**config.mk**
```make
export PLATFORM = sky130hd
export DESIGN_NAME = spi_slave
export DESIGN_NICKNAME = d
export VERILOG_FILES = /design/src/rtl/spi_slave_pkg.sv /design/src/rtl/spi_slave_sync_edge.sv /design/src/rtl/spi_slave.sv
export SDC_FILE = /design/constraint.sdc
export NUM_CORES = 1
export LEC_CHECK = 0
export ABC_AREA = 1
export CELL_PAD_IN_SITES_DETAIL_PLACEMENT = 0
export CELL_PAD_IN_SITES_GLOBAL_PLACEMENT = 1
export CORE_MARGIN = 3
export CORE_UTILIZATION = 40
export DETAILED_ROUTE_END_ITERATION = 10
export GPL_TIMING_DRIVEN = 0
export PLACE_DENSITY_LB_ADDON = 0.1
export SYNTH_ARGS = -nofsm -noshare
export SYNTH_HDL_FRONTEND = slang
export SYNTH_HIERARCHICAL = 1
export SYNTH_SLANG_ARGS = --single-unit
```
**constraint.sdc**
```tcl
create_clock -name clk_in -period 4 [get_ports clk_in]
set_clock_uncertainty 0.2 [all_clocks]
set_input_delay 0.8 -clock clk_in [delete_from_list [all_inputs] [get_ports clk_in]]
set_output_delay 0.8 -clock clk_in [all_outputs]
set_load 0.03 [all_outputs]
```
**src/rtl/spi_slave_pkg.sv**
```systemverilog
// Shared definitions for the SPI slave: FSM state encoding and line idle levels.
package spi_slave_pkg;

    typedef enum logic [1:0] {
        ST_IDLE    = 2'b00,
        ST_SHIFT   = 2'b01,
        ST_WAIT_CS = 2'b10
    } state_t;

    localparam logic SCLK_IDLE  = 1'b1;
    localparam logic CS_IDLE    = 1'b1;
    localparam logic MOSI_RESET = 1'b0;

    function automatic logic is_busy(input state_t st);
        return (st == ST_SHIFT) || (st == ST_WAIT_CS);
    endfunction

endpackage

```
**src/rtl/spi_slave_sync_edge.sv**
```systemverilog
// Multi-flop synchronizer with edge detection on the synchronized level.
// STAGES must be at least 2.
module sync_edge #(
    parameter int   STAGES    = 2,
    parameter logic RESET_VAL = 1'b1
) (
    input  logic clk_in,
    input  logic rst_n_in,
    input  logic din,
    output logic level,
    output logic rise,
    output logic fall
);

    logic [STAGES-1:0] sync_r;
    logic              dly_r;

    // Synchronizer chain plus one delay flop used for edge detection
    always_ff @(posedge clk_in) begin
        if (!rst_n_in) begin
            sync_r <= {STAGES{RESET_VAL}};
            dly_r  <= RESET_VAL;
        end else begin
            sync_r <= {sync_r[STAGES-2:0], din};
            dly_r  <= sync_r[STAGES-1];
        end
    end

    assign level = sync_r[STAGES-1];
    assign rise  = sync_r[STAGES-1] & ~dly_r;
    assign fall  = ~sync_r[STAGES-1] & dly_r;

endmodule

```
**src/rtl/spi_slave.sv**
```systemverilog
// SPI slave (clock idle high, sample on rising sclk, drive on falling sclk),
// oversampled by clk_in through synchronizers.
module spi_slave
    import spi_slave_pkg::*;
#(
    parameter int SIZE        = 40,
    parameter int SYNC_STAGES = 2
) (
    input  logic            clk_in,
    input  logic            rst_n_in,
    input  logic            sclk_in,
    input  logic            cs_n_in,
    input  logic            serial_in,
    input  logic [SIZE-1:0] data_in,
    input  logic            load_in,
    output logic            serial_out,
    output logic [SIZE-1:0] data_out,
    output logic            valid_out,
    output logic            busy_out,
    output logic            frame_err_out
);

    localparam int CNT_W = $clog2(SIZE + 1);
    localparam logic [CNT_W-1:0] CNT_FULL = CNT_W'(SIZE);
    localparam logic [CNT_W-1:0] CNT_LAST = CNT_W'(SIZE - 1);

    logic sclk_level_unused_s, sclk_rise_s, sclk_fall_s;
    logic cs_level_s, cs_rise_s, cs_fall_s;
    logic [SYNC_STAGES-1:0] mosi_sync_r;

    state_t          state_r, next_state_s;
    logic [SIZE-1:0] hold_r, tx_shift_r, tx_next_s, rx_shift_r, data_r;
    logic [CNT_W-1:0] bit_cnt_r;
    logic            first_fall_r;
    logic            done_s, frame_err_s;
    logic            valid_r, frame_err_r, busy_r, serial_out_r;

    sync_edge #(.STAGES(SYNC_STAGES), .RESET_VAL(SCLK_IDLE)) u_sclk_sync (
        .clk_in   (clk_in),
        .rst_n_in (rst_n_in),
        .din      (sclk_in),
        .level    (sclk_level_unused_s),
        .rise     (sclk_rise_s),
        .fall     (sclk_fall_s)
    );

    sync_edge #(.STAGES(SYNC_STAGES), .RESET_VAL(CS_IDLE)) u_cs_sync (
        .clk_in   (clk_in),
        .rst_n_in (rst_n_in),
        .din      (cs_n_in),
        .level    (cs_level_s),
        .rise     (cs_rise_s),
        .fall     (cs_fall_s)
    );

    // MOSI synchronizer, same depth as sclk so the sampled bit lines up with the edge
    always_ff @(posedge clk_in) begin
        if (!rst_n_in) begin
            mosi_sync_r <= {SYNC_STAGES{MOSI_RESET}};
        end else begin
            mosi_sync_r <= {mosi_sync_r[SYNC_STAGES-2:0], serial_in};
        end
    end

    // Next-state, transmit shifter and completion/error decode
    always_comb begin
        next_state_s = state_r;
        tx_next_s    = tx_shift_r;
        done_s       = 1'b0;
        frame_err_s  = 1'b0;
        case (state_r)
            ST_IDLE: begin
                if (cs_fall_s) begin
                    next_state_s = ST_SHIFT;
                    tx_next_s    = hold_r;
                end else begin
                    next_state_s = ST_IDLE;
                end
            end
            ST_SHIFT: begin
                if (bit_cnt_r == CNT_FULL) begin
                    // cs_n may already be high when it rose together with the last sclk edge
                    done_s       = 1'b1;
                    next_state_s = cs_level_s ? ST_IDLE : ST_WAIT_CS;
                end else if (cs_rise_s && !(sclk_rise_s && (bit_cnt_r == CNT_LAST))) begin
                    frame_err_s  = 1'b1;
                    next_state_s = ST_IDLE;
                end else if (sclk_fall_s && !first_fall_r) begin
                    tx_next_s    = {tx_shift_r[SIZE-2:0], 1'b0};
                end else begin
                    tx_next_s    = tx_shift_r;
                end
            end
            ST_WAIT_CS: begin
                if (cs_rise_s) begin
                    next_state_s = ST_IDLE;
                end else begin
                    next_state_s = ST_WAIT_CS;
                end
            end
            default: begin
                next_state_s = ST_IDLE;
            end
        endcase
    end

    // State, datapath registers and registered outputs
    always_ff @(posedge clk_in) begin
        if (!rst_n_in) begin
            state_r      <= ST_IDLE;
            hold_r       <= '0;
            tx_shift_r   <= '0;
            rx_shift_r   <= '0;
            bit_cnt_r    <= '0;
            first_fall_r <= 1'b0;
            data_r       <= '0;
            valid_r      <= 1'b0;
            frame_err_r  <= 1'b0;
            busy_r       <= 1'b0;
            serial_out_r <= 1'b1;
        end else begin
            state_r    <= next_state_s;
            tx_shift_r <= tx_next_s;
            if (load_in) begin
                hold_r <= data_in;
            end
            if ((state_r == ST_IDLE) && cs_fall_s) begin
                bit_cnt_r    <= '0;
                first_fall_r <= 1'b1;
            end else if ((state_r == ST_SHIFT) && (bit_cnt_r != CNT_FULL)) begin
                if (sclk_fall_s) begin
                    first_fall_r <= 1'b0;
                end
                if (sclk_rise_s) begin
                    rx_shift_r <= {rx_shift_r[SIZE-2:0], mosi_sync_r[SYNC_STAGES-1]};
                    bit_cnt_r  <= bit_cnt_r + CNT_W'(1);
                end
            end
            if (done_s) begin
                data_r <= rx_shift_r;
            end
            valid_r      <= done_s;
            frame_err_r  <= frame_err_s;
            busy_r       <= is_busy(next_state_s);
            serial_out_r <= (next_state_s == ST_SHIFT) ? tx_next_s[SIZE-1] : 1'b1;
        end
    end

    assign serial_out    = serial_out_r;
    assign data_out      = data_r;
    assign valid_out     = valid_r;
    assign busy_out      = busy_r;
    assign frame_err_out = frame_err_r;

endmodule

```
# Yosys cells after proc, flatten, opt, wreduce, memory -nomap -nowiden
# Cells that the tools add are included.
# totals
ff_bits,181
input_bits,46
word_cells,76
# classes
addsub,1
n_eq_ne,11
n_mux,17
bitwise_logic,11
reduce_logical,19
# op_table
op,count
40-bit 2-to-1 mux,4
40-bit one-hot mux with 2 select lines,1
"6-bit equality test, second input constant",2
2-bit 2-to-1 mux,4
"2-bit inequality test, second input constant",4
1-bit 2-to-1 mux,7
1-bit NOT,7
"6-bit by 1-bit adder with 6-bit output, second input constant",1
"6-bit inequality test, second input constant",1
2-bit one-hot mux with 3 select lines,1
2-bit AND reduction,3
2-bit nonzero test,3
1-bit logical AND,5
5-bit AND reduction,1
1-bit AND,4
"2-bit by 1-bit equality test with 1-bit output, second input constant",2
"2-bit equality test, second input constant",2
3-bit AND reduction,1
3-bit OR reduction,1
1-bit zero test,2
2-bit zero test,1
2-bit OR reduction,1
1-bit logical OR,1

# Logic depth before layout (Yosys ltp)
# depth
depth_word,10
depth_mapped,12

# Modules after synthesis
# Netlist, hierarchy kept.
# by_module_without_submodules
mod,n_inst,cells_per_inst,area_per_inst_um2,seq_area_each_um2
spi_slave,1,880,6667.6,3503.4
sync_edge,2,12,93.8,60.1

# Worst setup path before layout
# OpenSTA, ideal clock, no wires.
# synth_path
path_kind,flip-flop to flip-flop
startpoint,register bit_cnt_r[0]
endpoint,"register serial_out_r, in the netlist serial_out"
setup_time_ns,0.122
arrival_ns,1.566
path_slack_ns,2.112
stages_incl_launch_ff,11
synth_period_minus_slack_ns,1.888
cell_sequence,dfxtp_1 > inv_1 > ha_1 > nand2_1 > nand3b_4 > clkbuf_1 > nand3_1 > nand2_1 > ha_1 > nand2_1 > nand3b_1
# synth_via
elab_chain_cells,9
elab_cells_between_ends,13
cone_classes,eq/ne: 3; mux: 6; reduce/logical: 4
# synth_rtl
item,line_no,source
from (decl),spi_slave.sv:33,logic [CNT_W-1:0] bit_cnt_r;
from (signal assigned),spi_slave.sv:136,bit_cnt_r <= bit_cnt_r + CNT_W'(1);
6-bit equality test,spi_slave.sv:85,end else if (cs_rise_s && !(sclk_rise_s && (bit_cnt_r == CNT_LAST))) begin
1-bit logical AND,spi_slave.sv:85,
1-bit zero test,spi_slave.sv:85,
1-bit logical AND,spi_slave.sv:85,
2-bit 2-to-1 mux,spi_slave.sv:85,
2-bit 2-to-1 mux *,spi_slave.sv:81,if (bit_cnt_r == CNT_FULL) begin
2-bit one-hot mux with 3 select lines *,spi_slave.sv:71,case (state_r)
named net next_state_s[0],spi_slave.sv:31,"state_t state_r, next_state_s;"
2-bit by 1-bit equality test with 1-bit output *,spi_slave.sv:145,serial_out_r <= (next_state_s == ST_SHIFT) ? tx_next_s[SIZE-1] : 1'b1;
2-bit AND reduction (no source line) *,--,
to (signal assigned),spi_slave.sv:145,
to (decl),spi_slave.sv:36,"logic valid_r, frame_err_r, busy_r, serial_out_r;"
# Mark *: on every way through the listed nets, which the timed path passes. The rest lies on a longest branch. The select of a mux whose other input is x is not followed.
# A chain may end at the register's enable or synchronous reset.

==> summary.md <==
| Metric | Value |
|---|---|
| DR vias/cell | `4.810` |
| DRT antenna net count | `0` |
| Syn_area_per_cell | `7.583 sq um` |
| Number of synthesized flops with an enable pin | `0` |
| Layout area overhead | `25.90%` |
| Ys async rst share | `0` |
| DRC | `0` |
| Layout cell share with drive strength beyond 1 | `0.06829` |
| Largest stage delay, worst path | `0.87 ns` |
| Number of global-route vias before repair | `5588` |
| Critical path buffers and inverters | `3` |
| I/O Pins | `90` |
| Crit path DAT | `2.92 ns` |
| First-pass GRT wire length | `27540 um` |
| Num Clock Sinks | `181` |
| Sequential area share after synthesis | `0.5286` |
| Syn nets | `953` |
| Top cell type's share of synthesized area | `0.5286` |
| CP most frequent cell | `clkbuf_1` |
| H-tree depth | `4` |
| Unique masters post-synth | `28` |
| DR vias | `5989` |
| Cell family with most CP delay | `buffers and inverters` |
| Max-cap viol count | `0` |
| Prevailing post-synth register cell | `dfxtp_1` |
| WL final | `16390 um` |
| Clock slew at reported path FFs | `0.07 ns` |
| ANT cells | `0` |
| Hpwl dp | `11220 um` |
| CP max FO | `13` |
| Post-synth design cell area | `6855 sq um` |
| Synth top area cells | `dfxtp_1, nor2_1, o21ai_0` |
| Status | `completed` |
| M1 WL | `8479 um` |
| Pwr Total | `3791 uW` |
| Reg-to-reg slack, setup | `1.72 ns` |
| Crit-path cells | `clkdlybuf4s50_1, clkbuf_1, clkbuf_1, o21ai_0, nor2_1` |
| HP Class | `reg -> reg` |
| Largest net degree at the start of global routing | `17` |
| Worst-Skew Late Latency | `0.43 ns` |
| Pre-CTS WS | `0.7786 ns` |
| Mapped Cells | `904` |
| Full die area | `18750 sq um` |
| Synth area leader | `dfxtp_1` |
| Fin. max-slew vios | `0` |
| TritonCTS buffer count | `17` |
| Critical path startpoint category | `input port` |
| Nets | `1061` |
| CP required | `4.16 ns` |
| Worst setup path category | `in -> reg` |
| Final hold vios | `0` |
| 1st-pass router iterations | `5` |
| I/O Buffers | `89` |
| Final period util | `0.6887` |
| Starting Density | `0.4105` |
| Final min period | `2.755 ns` |
| Number of fillers in the final layout | `1730` |
| # resized after CTS | `0` |
| Max Root-Sink Buffers | `2` |
| Fmax | `363.0 MHz` |
| Critical-path top delay cell | `clkdlybuf4s50_1` |
| Post-Layout Cell Count | `1245` |
| Met2 wire len | `7100 um` |
| Power per Cell Area | `439.2 nW/um^2` |
| CP Capture Type | `flop` |
| RePlAce Congestion | `0.8113` |
| Top sig layer | `met4` |
| Chip height | `136.9 um` |
| Yosys warning count | `6` |
| Setup violations, final | `0` |
| Initial DRC count | `308` |
| Initial antenna violation count | `0` |
| Worst VDD drop | `0.2798 mV` |
| Worst slew pin tran | `0.6348 ns` |
| CTS Hold Buffers Added | `0` |
| Leakage | `0.003665 uW` |
| Count leader, synth | `nor2_1` |
| Root Buffer Master | `clkbuf_16` |
| Dpl cells | `1213` |
| Core area | `16700 sq um` |
| RSZ-0062 raised after global routing | `no` |
| GR Overflow Total | `0` |
| GR Util All Layers | `0.1828` |
| Flops & latches, synth | `181` |
| Wire length per cell | `13.16 um` |
| Worst slew margin | `0.5755` |
| Die Wd | `136.9 um` |
| Post-CTS Setup Bufs | `0` |
| FP Rows | `47` |
| TNS Setup | `0 ns` |
| Most frequent cells after synthesis | `nor2_1, dfxtp_1, o21ai_0, nand2_1, a21oi_1` |
| DR WL met3 | `607 um` |
| Worst Slack Setup Final | `1.245 ns` |
| CTS tree | `built` |
[per-layer routing]
metal  up-vias  track usage
met3        14      0.04338
met2       100       0.2735
met1      2724       0.2621
met5         -            0
met4         0      0.05543
li1       3151            -
[registers in the layout, summed over array words and instances (netlist names), 2 cells and up]
name and flops:
rx_shift_r 40, u_sclk_sync/sync_r 2, hold_r 40, u_cs_sync/sync_r 2, tx_shift_r 40, state_r 2, bit_cnt_r 6, mosi_sync_r 2
data_out 40
[cell families (layout without fill, tap and decap cells)]
group / count (synthesis) / count (layout) / synth area share
fa+ha+maj: 3 / 3 / 0.005476
compound gates: 175 / 175 / 0.1296
buf+inv: 92 / 213 / 0.06114
xor+xnor: 1 / 1 / 0.001278
flops: 181 / 181 / 0.5286
simple gates: 452 / 452 / 0.2740
[layout by cell type, fill, tap and decap left out, types with 4 or more instances in the layout]
master and n:
inv_1 24, nand2_1 103, nand3_1 7, o21ai_0 125, buf_2 15, inv_2 4, nor2_1 290, dfxtp_1 181
nand4_1 40, clkbuf_16 17, buf_6 5, clkbuf_1 40, clkdlybuf4s50_1 89, buf_4 4, a21oi_1 47
[path summary, 6_finish.rpt]
kind / endpoint / from / cells past startpoint
hold / removal: u_cs_sync/sync_r[1] / u_cs_sync/sync_r[0] / 2
hold reg to reg: u_cs_sync/sync_r[1] / u_cs_sync/sync_r[0] / 2
setup reg to reg: serial_out / bit_cnt_r[0] / 10
setup / recovery: data_out[37] / rst_n_in / 5
[power by group]
group / internal, uW / switching (uW)
Combinational: 87.0 / 116
Clock: 1020 / 701
Sequential: 1850 / 21.7
Total: 2950 / 839
[worst register-to-register path: stages, from the launching register on]
cell	delay [ns]
dfxtp_1	0.35
inv_1	0.09
ha_1	0.19
nand2_1	0.08
nand3b_4	0.17
clkbuf_1	0.41
nand3_1	0.18
nand2_1	0.11
ha_1	0.15
nand2_1	0.05
nand3b_1	0.18
[through the flow]
| step | instance area [sq um] | util | hold WS, ns |
|---|---|---|---|
| after floorplan | 6855 | - | 0.1795 |
| after global placement | 8021 | 0.4803 | 0.1824 |
| after detailed placement | 8021 | 0.4803 | 0.1872 |
| after CTS | 8631 | 0.5168 | 0.2154 |
| after global routing | 8631 | 0.5168 | 0.2358 |
| final | 8631 | 0.5168 | 0.2103 |
[final cells by class]
cell class              instances  area [sq um]  share of cell area
clock inverters                11         148.9             0.01725
multi-input cells             631          2813              0.3259
flip-flops and latches        181          3623              0.4198
well taps                     220         275.3             0.03189
plain buffers                  63         307.8             0.03566
inverters                      29         111.4             0.01290
clock buffers                  21         460.4             0.05335
repair buffers                 89         890.9              0.1032
Note: power is estimated with default switching activity, not from simulation.
